## src/rtl/mte_stream_engine.sv

```systemverilog
// Streaming MAC-then-encrypt / verify-then-decrypt engine over BLOCKS words of N bits.
// Decrypted plaintext is held in an internal buffer and released only after the tag matches.
module mte_stream_engine #(
    parameter int unsigned N      = 8,
    parameter int unsigned BLOCKS = 4
) (
    input  logic         clock,
    input  logic         reset_n,
    input  logic         start,
    input  logic         mode,
    input  logic [N-1:0] key,
    input  logic         in_valid,
    output logic         in_ready,
    input  logic [N-1:0] in_data,
    output logic         out_valid,
    input  logic         out_ready,
    output logic [N-1:0] out_data,
    output logic         out_last,
    output logic         busy,
    output logic         done,
    output logic         auth_ok
);

    localparam int unsigned CW = $clog2(BLOCKS + 1);
    localparam int unsigned IW = (BLOCKS > 1) ? $clog2(BLOCKS) : 1;
    localparam logic [CW-1:0] LAST_IDX = CW'(BLOCKS - 1);
    localparam logic [N-1:0]  TAG_IDX  = N'(BLOCKS);

    typedef enum logic [2:0] {
        IDLE,
        ENC_DATA,
        ENC_TAG,
        DEC_DATA,
        DEC_TAG,
        DEC_OUT
    } state_t;

    state_t        state;
    logic [CW-1:0] cnt;
    logic [N-1:0]  key_q;
    logic [N-1:0]  mac;
    logic [N-1:0]  pbuf [BLOCKS];
    logic [N-1:0]  dec_p;
    logic          accept;
    logic          out_free;

    function automatic logic [N-1:0] enc_word(input logic [N-1:0] p, input logic [N-1:0] k,
                                              input logic [N-1:0] i);
        return (p ^ k) + i;
    endfunction

    function automatic logic [N-1:0] dec_word(input logic [N-1:0] c, input logic [N-1:0] k,
                                              input logic [N-1:0] i);
        return (c - i) ^ k;
    endfunction

    function automatic logic [N-1:0] mac_fold(input logic [N-1:0] m, input logic [N-1:0] p);
        return {m[N-2:0], m[N-1]} ^ p;
    endfunction

    // Encrypt input stalls behind a full output register; decrypt input is always taken.
    always_comb begin
        in_ready = 1'b0;
        case (state)
            ENC_DATA:         in_ready = !out_valid || out_ready;
            DEC_DATA, DEC_TAG: in_ready = 1'b1;
            default:          in_ready = 1'b0;
        endcase
    end

    assign accept   = in_valid && in_ready;
    assign out_free = !out_valid || out_ready;
    assign dec_p    = dec_word(in_data, key_q, N'(cnt));

    always_ff @(posedge clock or negedge reset_n) begin
        if (!reset_n) begin
            state     <= IDLE;
            cnt       <= '0;
            key_q     <= '0;
            mac       <= '0;
            out_valid <= 1'b0;
            out_data  <= '0;
            out_last  <= 1'b0;
            busy      <= 1'b0;
            done      <= 1'b0;
            auth_ok   <= 1'b0;
            for (int unsigned j = 0; j < BLOCKS; j++) pbuf[j] <= '0;
        end else begin
            done <= 1'b0;
            case (state)
                IDLE: begin
                    if (start) begin
                        key_q   <= key;
                        mac     <= key;
                        cnt     <= '0;
                        auth_ok <= 1'b0;
                        busy    <= 1'b1;
                        state   <= mode ? ENC_DATA : DEC_DATA;
                    end
                end
                ENC_DATA: begin
                    if (accept) begin
                        out_data  <= enc_word(in_data, key_q, N'(cnt));
                        out_valid <= 1'b1;
                        out_last  <= 1'b0;
                        mac       <= mac_fold(mac, in_data);
                        if (cnt == LAST_IDX) begin
                            cnt   <= '0;
                            state <= ENC_TAG;
                        end else begin
                            cnt <= cnt + CW'(1);
                        end
                    end else if (out_ready) begin
                        out_valid <= 1'b0;
                    end
                end
                ENC_TAG: begin
                    // out_last marks that the tag already sits in the output register.
                    if (out_valid && out_last) begin
                        if (out_ready) begin
                            out_valid <= 1'b0;
                            out_last  <= 1'b0;
                            done      <= 1'b1;
                            auth_ok   <= 1'b1;
                            busy      <= 1'b0;
                            state     <= IDLE;
                        end
                    end else if (out_free) begin
                        out_data  <= enc_word(mac, key_q, TAG_IDX);
                        out_valid <= 1'b1;
                        out_last  <= 1'b1;
                    end
                end
                DEC_DATA: begin
                    if (accept) begin
                        pbuf[IW'(cnt)] <= dec_p;
                        mac            <= mac_fold(mac, dec_p);
                        if (cnt == LAST_IDX) begin
                            cnt   <= '0;
                            state <= DEC_TAG;
                        end else begin
                            cnt <= cnt + CW'(1);
                        end
                    end
                end
                DEC_TAG: begin
                    if (accept) begin
                        if (in_data == enc_word(mac, key_q, TAG_IDX)) begin
                            auth_ok <= 1'b1;
                            state   <= DEC_OUT;
                        end else begin
                            auth_ok <= 1'b0;
                            done    <= 1'b1;
                            busy    <= 1'b0;
                            state   <= IDLE;
                            for (int unsigned j = 0; j < BLOCKS; j++) pbuf[j] <= '0;
                        end
                    end
                end
                DEC_OUT: begin
                    // cnt is reused as the read pointer into the plaintext buffer.
                    if (out_valid && out_last) begin
                        if (out_ready) begin
                            out_valid <= 1'b0;
                            out_last  <= 1'b0;
                            cnt       <= '0;
                            done      <= 1'b1;
                            busy      <= 1'b0;
                            state     <= IDLE;
                        end
                    end else if (out_free) begin
                        out_data  <= pbuf[IW'(cnt)];
                        out_valid <= 1'b1;
                        out_last  <= (cnt == LAST_IDX);
                        cnt       <= cnt + CW'(1);
                    end
                end
                default: state <= IDLE;
            endcase
        end
    end

endmodule

```

## config.mk

```make
export PLATFORM = sky130hd
export DESIGN_NAME = mte_stream_engine
export DESIGN_NICKNAME = d
export VERILOG_FILES = /design/src/rtl/mte_stream_engine.sv
export SDC_FILE = /design/constraint.sdc
export NUM_CORES = 1
export LEC_CHECK = 0
export ABC_AREA = 1
export BUFFER_PORTS_ARGS = -buffer_cell sky130_fd_sc_hd__buf_2
export CAP_MARGIN = 20
export CELL_PAD_IN_SITES_DETAIL_PLACEMENT = 0
export CELL_PAD_IN_SITES_GLOBAL_PLACEMENT = 1
export CORE_MARGIN = 5
export CORE_UTILIZATION = 47
export DETAILED_ROUTE_END_ITERATION = 10
export PLACE_DENSITY_LB_ADDON = 0.1
export SYNTH_ARGS = -nofsm -noshare
export SYNTH_HDL_FRONTEND = slang
export SYNTH_SLANG_ARGS = --single-unit
```

## constraint.sdc

```tcl
create_clock -name clock -period 4.7 [get_ports clock]
set_input_delay 0.94 -clock clock [delete_from_list [all_inputs] [get_ports clock]]
set_output_delay 0.94 -clock clock [all_outputs]
set_load 0.01 [all_outputs]
```

==> run_results.csv, run 1 <==
group,metric,value,unit
status,status,"completed",
pwr,power.density,719,mW/mm2
route,routed_wl,12.7,mm
floorplanning,pin_count,36,
route,wl_met3,600,um
pwr,combPwrFrac,52.8,%
floorplanning,chipWidth,107,um
placement,dp_cells,761,
placement,port_buffers,35,
logic_synthesis,synth_top_area_share,38.0,%
pwr,vdd_drop_max,318,uV
pwr,finalPower,3.57,mW
cells_and_area,nNetsFinal,699,
cells_and_area,areaGrowthSynthToFinish,12.6,%
placement,detailedPlacementHpwl,9.49,mm
pwr,p_seq_share,30.3,%
logic_synthesis,syn-instance-count,621,
pwr,p_clk_share,16.9,%
clock_network,cts_tree,"built",
route,num_vias,4131,
cells_and_area,final_util,54.1,%
route,drtAntennaViolNets,0,
route,avgViaCountPerCell,5.31,
floorplanning,std_cell_rows,35,
route,met2WireLength,5.82,mm
grt,track_usage,23.9,%
route,top_layer,"met4",
route,drt_pass1_iterations,6,
pwr,switching_power,1.75,mW
logic_synthesis,syn_avg_cell_area,7.11,um2
worst_setup_path,crit_arrival,3.36,ns
floorplanning,die_area,0.0114,mm2
clock_network,cts.htree.levels,3,
pwr,netSwitchingFraction,49.1,%
sta,setup_viol,0,
sta,holdWs,0.403,ns
worst_setup_path,slowest_delay,0.72,ns
worst_setup_path,crit_required,4.93,ns
job,maxCapViolCount,0,
worst_setup_path,cp-start-kind,"flop",
route,drc,0,
clock_network,clk_pin_slew,0.08,ns
clock_network,hold_buffers,0,
clock_network,cts_buffers,9,
cells_and_area,drive_gt1_share,11.7,%
worst_setup_path,r2r_cells,7,
clock_network,numClockSinks,67,
worst_setup_path,path_max_fanout,13,
sta,max_freq,319,MHz
clock_network,cts_resized,0,
logic_synthesis,yosysUniqueCellTypes,41,
clock_network,clockRootBuffer,"clkbuf_8",
sta,timing.final.crit_share,66.7,%
sta,setup_slack,1.56,ns
logic_synthesis,ys_seq_area_share,38.0,%
cells_and_area,stdcell_count,778,
worst_setup_path,path_buf_inv,1,
placement,gp_congestion,0.898,
logic_synthesis,yosysWarnings,0,
clock_network,clockBufferDepth,2,
logic_synthesis,synth_common_cells,"nand2_1, dfrtp_1, inv_1",
sta,slew_headroom,42.3,%
logic_synthesis,synthesis.nets,658,
logic_synthesis,synth_edf_count,0,
floorplanning,start_util,48.0,%
route,drt_iter0_drc,252,
worst_setup_path,criticalPathCategory,"reg -> reg",
cells_and_area,antenna_cells,0,
route,routedWlPerCell,16.4,um
pwr,p_int,1.82,mW
logic_synthesis,synth_ff_type,"dfrtp_1",
pwr,p_leak,2.60,nW
sta,hold_viol,0,
placement,dpl_cell_area,0.00471,mm2
route,wl_met1,6.09,mm
worst_setup_path,crit_family,"adder cells",
sta,drv_slew,0,
sta,fin_skew,0.00940,ns
sta,rsz0062_at_grt,"false",
worst_setup_path,path_cells,"clkinv_1 > fa_1 > xor2_1 > o21ai_0 > xor2_1 > o21ai_0 > o21ai_0",
grt,grt_pass1_wl,21.4,mm
logic_synthesis,ys_ff_latch,67,
min_path,hp-class,"in -> async",
placement,dp_slack,1.63,ns
grt,grt_pass1_vias,4163,
logic_synthesis,yosysMostFrequentCell,"nand2_1",
worst_setup_path,cp-end-kind,"flop",
clock_network,clock_latency,0.35,ns
floorplanning,die_h,107,um
worst_setup_path,crit_top_cell,"o21ai_0",
logic_synthesis,async_flop_share,100,%
sta,tightest_slew,0.863,ns
logic_synthesis,synth_area_leaders,"dfrtp_1, nand2_1, inv_1",
worst_setup_path,crit_slowest_cell,"fa_1",
cells_and_area,design_area,0.00497,mm2
grt,antenna_found_initial,0,
logic_synthesis,yosysTopAreaCell,"dfrtp_1",
floorplanning,core_area,0.00920,mm2
clock_network,cts_setup_buffers,0,
worst_setup_path,cp.depth,7,
grt,grt_max_degree,44,
sta,tns,0,ns
sta,post-route-min-period,3.14,ns
grt,overflow,0,
logic_synthesis,netlist_area,0.00442,mm2
-- sequential cells by signal, indices dropped and copies added, names as in the netlist --
signal	count
auth_ok	1
busy	1
cnt	3
done	1
key_q	8
mac	8
out_data	8
out_last	1
out_valid	1
pbuf	32
state	3
-- power groups by stage --
stage / clock network, mW / registers, mW / logic, mW
5_1_grt: 0.642 / 1.11 / 2.17
2_1_floorplan: 0 / 1.03 / 1.37
3_5_place_dp: 0 / 1.09 / 1.88
6_report: 0.604 / 1.08 / 1.89
3_3_place_gp: 0 / 1.08 / 1.85
4_1_cts: 0.612 / 1.08 / 1.88
-- logic make-up (layout without fill, tap and decap cells) --
logic type / count (synthesis) / after routing / synth area share (%)
buffers and inverters: 82 / 128 / 7.03
adder cells (fa/ha/maj): 15 / 15 / 4.59
flip-flops: 67 / 67 / 38.0
AO/OA/AOI/OAI: 95 / 95 / 12.8
XOR/XNOR: 24 / 24 / 4.76
AND/OR/NAND/NOR: 338 / 338 / 32.9
-- placed cells by master, fill, tap and decap left out, types with 13 or more instances in the layout --
| cell type | synthesis | routed |
|---|---|---|
| ha_1 | 13 | 13 |
| buf_2 | 2 | 35 |
| nand2_1 | 245 | 245 |
| a21oi_1 | 26 | 26 |
| nor2_1 | 30 | 30 |
| o21ai_0 | 44 | 44 |
| dfrtp_1 | 67 | 67 |
| xnor2_1 | 13 | 13 |
| nand3_1 | 42 | 42 |
| inv_1 | 63 | 63 |
-- cell type report --
class / count / area, um2
Sequential cell: 67 / 1680
Clock buffer: 10 / 128
Inverter: 74 / 278
Multi-Input combinational cell: 472 / 2430
Clock inverter: 6 / 113
Timing Repair Buffer: 38 / 210
Tap cell: 111 / 139
Fill cell: 914 / 4220
-- worst reg2reg max path: stages (launching register included) --
cell and delay (ns):
dfrtp_1 0.68, clkinv_1 0.58, fa_1 0.73, xor2_1 0.39, o21ai_0 0.24, xor2_1 0.18
o21ai_0 0.14, o21ai_0 0.09
-- layer usage --
layer  vias to the layer above  global-route usage (%)
met3                        20                    2.83
met5                         -                       0
met4                         0                    8.49
met2                       128                    38.3
li1                       2083                       -
met1                      1900                    33.5
-- worst paths after layout --
path | from | to | slack (ns)
max | cnt[1]$_DFFE_PN0P_ | mac[1]$_DFFE_PN0P_ | 1.56
max reg2reg | cnt[1]$_DFFE_PN0P_ | mac[1]$_DFFE_PN0P_ | 1.56
min reg2reg | busy$_DFFE_PN0P_ | busy$_DFFE_PN0P_ | 0.48
min | reset_n | out_data[0]$_DFFE_PN0P_ | 0.40
min in group clock | busy$_DFFE_PN0P_ | busy$_DFFE_PN0P_ | 0.48
max in group asynchronous | reset_n | pbuf[4]$_DFFE_PN0P_ | 3.75
No activity file was read; power rests on OpenSTA's default activity.
==> run 2, diff against run 1 <==
CORE_UTILIZATION = 40   (was 47)
clock period = 2.8 ns   (was 4.7 ns; I/O delays follow)
==> run 2 against run 1 <==
  * Clock power is 58% higher
  * Maximum frequency is 22% higher
  * Non-clock buffer count is 9 higher
  * Via count is 0.36% higher
  * Final area is 2.6% higher
  * Die area is 16% higher
  * Register-to-register slack worse by 1.3 ns
  * Utilization is 7.0 points lower
  * Sequential share of layout area is 0.85 points lower
==> run_results.csv, run 2 (synthesized netlist as in run 1, its figures left out) <==
group,metric,value,unit
status,status,"completed",
floorplanning,std_cell_rows,38,
grt,grt_pass1_wl,21.2,mm
cells_and_area,nNetsFinal,708,
route,drtAntennaViolNets,0,
sta,tns,0,ns
clock_network,cts_tree,"built",
sta,post-route-min-period,2.58,ns
worst_setup_path,r2r-start,"key_q[2]$_DFFE_PN0P_",
clock_network,clockRootBuffer,"clkbuf_8",
floorplanning,core_area,0.0108,mm2
grt,grt_max_degree,68,
cells_and_area,layout_common_cells,"nand2_1, dfrtp_1, inv_1",
floorplanning,start_util,40.7,%
cells_and_area,stdcell_count,816,
grt,track_usage,21.2,%
cells_and_area,nFillCells,1122,
floorplanning,die_area,0.0132,mm2
worst_setup_path,cp-end-kind,"flop",
worst_setup_path,cp-start-kind,"flop",
sta,slew_headroom,40.7,%
clock_network,numClockSinks,67,
placement,detailedPlacementHpwl,10.1,mm
sta,holdWs,0.215,ns
placement,dp_cells,800,
floorplanning,pin_count,36,
sta,fin_skew,0.00724,ns
route,drc,0,
clock_network,clock_latency,0.36,ns
worst_setup_path,reg2reg_to,"pbuf[13]$_DFFE_PN0P_",
clock_network,cts_buffers,9,
cells_and_area,drive_gt1_share,13.6,%
route,num_vias,4146,
grt,grt_pass1_vias,3896,
floorplanning,die_h,115,um
worst_setup_path,path_max_fanout,8,
clock_network,clockBufferDepth,2,
sta,tightest_slew,0.886,ns
sta,timing.final.crit_share,92.0,%
pwr,power.density,1200,mW/mm2
worst_setup_path,cp-startpoint,"key_q[2]$_DFFE_PN0P_",
sta,hold_viol,0,
grt,antenna_found_initial,0,
worst_setup_path,crit_required,3.10,ns
cells_and_area,layout_commonest_cell,"nand2_1",
clock_network,cts_setup_buffers,0,
sta,drv_slew,0,
sta,setup_viol,0,
clock_network,clk_pin_slew,0.07,ns
grt,overflow,0,
route,avgViaCountPerCell,5.08,
route,drt_iter0_drc,302,
route,drt_pass1_iterations,5,
min_path,hp-class,"in -> async",
route,routedWlPerCell,16.3,um
cells_and_area,areaGrowthSynthToFinish,15.5,%
placement,gp_congestion,0.947,
worst_setup_path,r2r_cells,15,
route,routed_wl,13.3,mm
cells_and_area,largest_reg_flops,32,
worst_setup_path,endpoint,"pbuf[13]$_DFFE_PN0P_",
job,maxCapViolCount,0,
worst_setup_path,crit_arrival,2.87,ns
cells_and_area,largest-register,"pbuf",
pwr,vdd_drop_max,557,uV
clock_network,cts.htree.levels,3,
placement,port_buffers,35,
cells_and_area,antenna_cells,0,
pwr,p_leak,2.64,nW
sta,max_freq,388,MHz
floorplanning,chipWidth,115,um
worst_setup_path,r2r_slack,0.22,ns
worst_setup_path,criticalPathCategory,"reg -> reg",
[run 2: how the worst min path moves through the flow]
stage                    startpoint              endpoint  slack (ns)
6_report                    reset_n   pbuf[0]$_DFFE_PN0P_        0.21
2_1_floorplan               reset_n   auth_ok$_DFFE_PN0P_        0.26
3_3_place_gp   pbuf[18]$_DFFE_PN0P_  pbuf[18]$_DFFE_PN0P_        0.45
4_1_cts                     reset_n   pbuf[6]$_DFFE_PN0P_        0.21
3_5_place_dp   pbuf[16]$_DFFE_PN0P_  pbuf[16]$_DFFE_PN0P_        0.46
5_1_grt                     reset_n   pbuf[4]$_DFFE_PN0P_        0.24
[run 2: cell type report]
class	instances	area, um2	area share [%]
clock buffers	12	155	3.04
repair buffers	47	278	5.45
multi-input cells	472	2470	48.3
inverters	74	278	5.45
flip-flops and latches	67	1680	32.9
well taps	140	175	3.43
clock inverters	4	72.6	1.42
[run 2: what timing repair did]
item	CTS	global route
endpoints found under the setup margin	9	32
hold buffers	0	0
cloned	0	0
pin swaps	0	0
resized for setup	1	6
hold endpoints to repair	0	0
[run 2: layer usage]
| metal | wire length [um] | global-route usage (%) |
|---|---|---|
| met2 | 5950 | 32.0 |
| met4 | 452 | 10.0 |
| met3 | 379 | 3.32 |
| met5 | 0 | 0 |
| met1 | 6480 | 29.7 |
[run 2: worst max-delay path, cell delays in order, from the launching register on]
cell     delay (ns)
dfrtp_1        0.47
inv_1          0.11
nand2_1        0.07
nand2_1        0.10
ha_1           0.35
xnor2_1        0.15
nand2_1        0.06
inv_1          0.05
nand2_1        0.04
nor2_1         0.14
nand3_1        0.13
nor2_2         0.25
nand3_4        0.21
nand3_2        0.24
nand2_1        0.07
nand2_1        0.06
[run 2: per-stage QoR]
step | setup slack (ns) | util (%) | power (mW) | area, um2
after global placement | 0.0378 | 44.6 | 5.13 | 4840
after floorplan | 0.345 | - | 4.04 | 4420
final | 0.224 | 47.1 | 6.12 | 5100
after global routing | -0.0305 | 47.1 | 6.67 | 5100
after CTS | -0.0149 | 46.8 | 6.13 | 5070
after detailed placement | -0.0100 | 44.6 | 5.16 | 4840
[run 2: power breakdown]
group,leakage (nW),total [mW],switching [mW],internal [mW]
registers,0.842,1.75,0.345,1.40
logic,1.68,3.42,2.25,1.17
clock network,0.113,0.953,0.404,0.549
total,2.64,6.12,3.00,3.12
==> run 3, diff against run 2 <==
CORE_MARGIN = 8   (was 5)
CORE_UTILIZATION = 44   (was 40)
SETUP_SLACK_MARGIN = 0.05   (was default)
clock period = 2.55 ns   (was 2.8 ns; I/O delays follow)
==> run 3 against run 2 <==
  * Clock power increased by 0.7%
  * First-iteration DRC count increased by 7.0%
  * Final area increased by 0.93%
  * Cell count increased by 0.12%
  * Largest cell class unchanged
  * Highest routed layer unchanged
==> run_results.csv, run 3 (synthesized netlist as in run 1, its figures left out) <==
group,metric,value,unit
worst_setup_path,crit_top_cell,"inv_2",
grt,grt_pass1_vias,4002,
route,drt_pass1_iterations,5,
cells_and_area,largest_reg_flops,32,
worst_setup_path,slowest_delay,0.50,ns
worst_setup_path,crit_arrival,2.56,ns
route,num_vias,4151,
clock_network,hold_buffers,0,
pwr,netSwitchingFraction,49.1,%
clock_network,cts_buffers,9,
sta,max_freq,441,MHz
sta,timing.final.crit_share,88.9,%
clock_network,cts.htree.levels,3,
cells_and_area,design_area,0.00515,mm2
job,maxCapViolCount,0,
floorplanning,std_cell_rows,36,
cells_and_area,nFillCells,1013,
floorplanning,pin_count,36,
worst_setup_path,criticalPathCategory,"reg -> reg",
pwr,power.density,1290,mW/mm2
cells_and_area,areaGrowthSynthToFinish,16.6,%
route,drtAntennaViolNets,0,
floorplanning,die_h,116,um
cells_and_area,largest-register,"pbuf",
cells_and_area,layout_commonest_cell,"nand2_1",
cells_and_area,antenna_cells,0,
pwr,p_seq_share,28.8,%
placement,detailedPlacementHpwl,9.79,mm
grt,antenna_found_initial,0,
pwr,p_int,3.39,mW
sta,setup_viol,0,
route,drc,0,
min_path,hp-class,"in -> async",
sta,drv_slew,0,
placement,port_buffers,35,
worst_setup_path,path_max_fanout,18,
pwr,switching_power,3.27,mW
grt,overflow,0,
sta,tightest_slew,0.646,ns
worst_setup_path,crit_family,"simple AND/OR/NAND/NOR gates",
grt,grt_max_degree,43,
floorplanning,chipWidth,116,um
sta,slew_headroom,56.9,%
worst_setup_path,crit_required,2.84,ns
pwr,p_clk_share,14.4,%
grt,grt_pass1_wl,20.9,mm
cells_and_area,layout_common_cells,"nand2_1, dfrtp_1, inv_1",
clock_network,numClockSinks,67,
worst_setup_path,cp-end-kind,"flop",
clock_network,clockRootBuffer,"clkbuf_8",
route,routedWlPerCell,15.3,um
worst_setup_path,r2r_slack,0.28,ns
worst_setup_path,path_cells,"nor2_8 > inv_2 > nor2_4 > inv_2 > a21oi_4 > inv_2 > nor3_4 > nand2_1 > nand2_1",
clock_network,clock_latency,0.35,ns
clock_network,clk_pin_slew,0.08,ns
floorplanning,die_area,0.0135,mm2
sta,fin_skew,0.00922,ns
route,drt_iter0_drc,323,
sta,hold_viol,0,
worst_setup_path,path_buf_inv,3,
pwr,combPwrFrac,56.8,%
worst_setup_path,crit_slowest_cell,"dfrtp_1",
route,avgViaCountPerCell,5.08,
worst_setup_path,cp-start-kind,"flop",
clock_network,cts_tree,"built",
grt,track_usage,20.0,%
floorplanning,start_util,45.2,%
status,status,"completed",
cells_and_area,nNetsFinal,716,
sta,post-route-min-period,2.27,ns
clock_network,clockBufferDepth,2,
pwr,p_leak,2.67,nW
route,routed_wl,12.5,mm
placement,dpl_cell_area,0.00487,mm2
placement,gp_congestion,0.888,
cells_and_area,drive_gt1_share,15.6,%
sta,rsz0062_at_grt,"false",
pwr,vdd_drop_max,639,uV
sta,tns,0,ns
floorplanning,core_area,0.00977,mm2
==> run 3: path summary, 6_finish.rpt <==
path | startpoint | to | cells after the start
min in group clock | key[0] | key_q[0]$_DFFE_PN0P_ | 3
worst max register to register | state[2]$_DFFE_PN0P_ | pbuf[27]$_DFFE_PN0P_ | 9
worst min-delay path | reset_n | pbuf[17]$_DFFE_PN0P_ | 1
worst min register to register | pbuf[16]$_DFFE_PN0P_ | pbuf[16]$_DFFE_PN0P_ | 2
worst max-delay path | state[2]$_DFFE_PN0P_ | pbuf[27]$_DFFE_PN0P_ | 9
max in group asynchronous | reset_n | mac[6]$_DFFE_PN0P_ | 2
==> run 3: through the flow <==
step           utilization [%]  instances  setup WS, ns  power (mW)  hold WS, ns
6_report                  52.7        817         0.283        6.66        0.178
3_3_place_gp              49.8        799       -0.0235        5.59        0.453
4_1_cts                   52.3        815        0.0908        6.63        0.185
3_5_place_dp              49.8        799       -0.0883        5.64        0.455
2_1_floorplan                -        621        0.0950        4.44        0.214
5_1_grt                   52.7        817        0.0758        7.31        0.220
==> run 3: worst reg2reg max path, delay by kind of cell (launching register included) <==
kind            cells  cell delay [ns]
flops               1             0.50
compound gates      1             0.28
buf+inv             3             0.47
simple gates        5             0.95
==> run 3: layout make-up <==
cell class	instances	area, um2	area share, %
multi-input cells	472	2480	48.1
flip-flops and latches	67	1680	32.6
clock buffers	11	151	2.94
well taps	133	166	3.23
inverters	74	278	5.39
repair buffers	55	338	6.56
clock inverters	5	61.3	1.19
==> run 3: power groups by stage <==
stage | sequential [mW] | clock [mW] | combinational, mW
CTS | 1.92 | 0.982 | 3.73
detailed placement | 1.93 | 0 | 3.71
global placement | 1.92 | 0 | 3.67
floorplan | 1.90 | 0 | 2.53
global route | 1.98 | 1.03 | 4.30
finish | 1.92 | 0.960 | 3.78
==> run 3: timing repair <==
item / CTS / global route
buffers inserted: 0 / 2
setup endpoints to repair: 35 / 36
endpoints found under the hold margin: 0 / 0
gates resized for setup: 6 / 7
cloned: 0 / 0
pin swaps: 0 / 1
==> run 3: layer usage <==
metal | vias up | wire length (um) | track usage [%]
met5 | - | 0 | 0
met4 | 0 | 143 | 5.36
met3 | 11 | 488 | 3.36
met2 | 90 | 5790 | 32.2
met1 | 1931 | 6100 | 27.1
li1 | 2119 | - | -
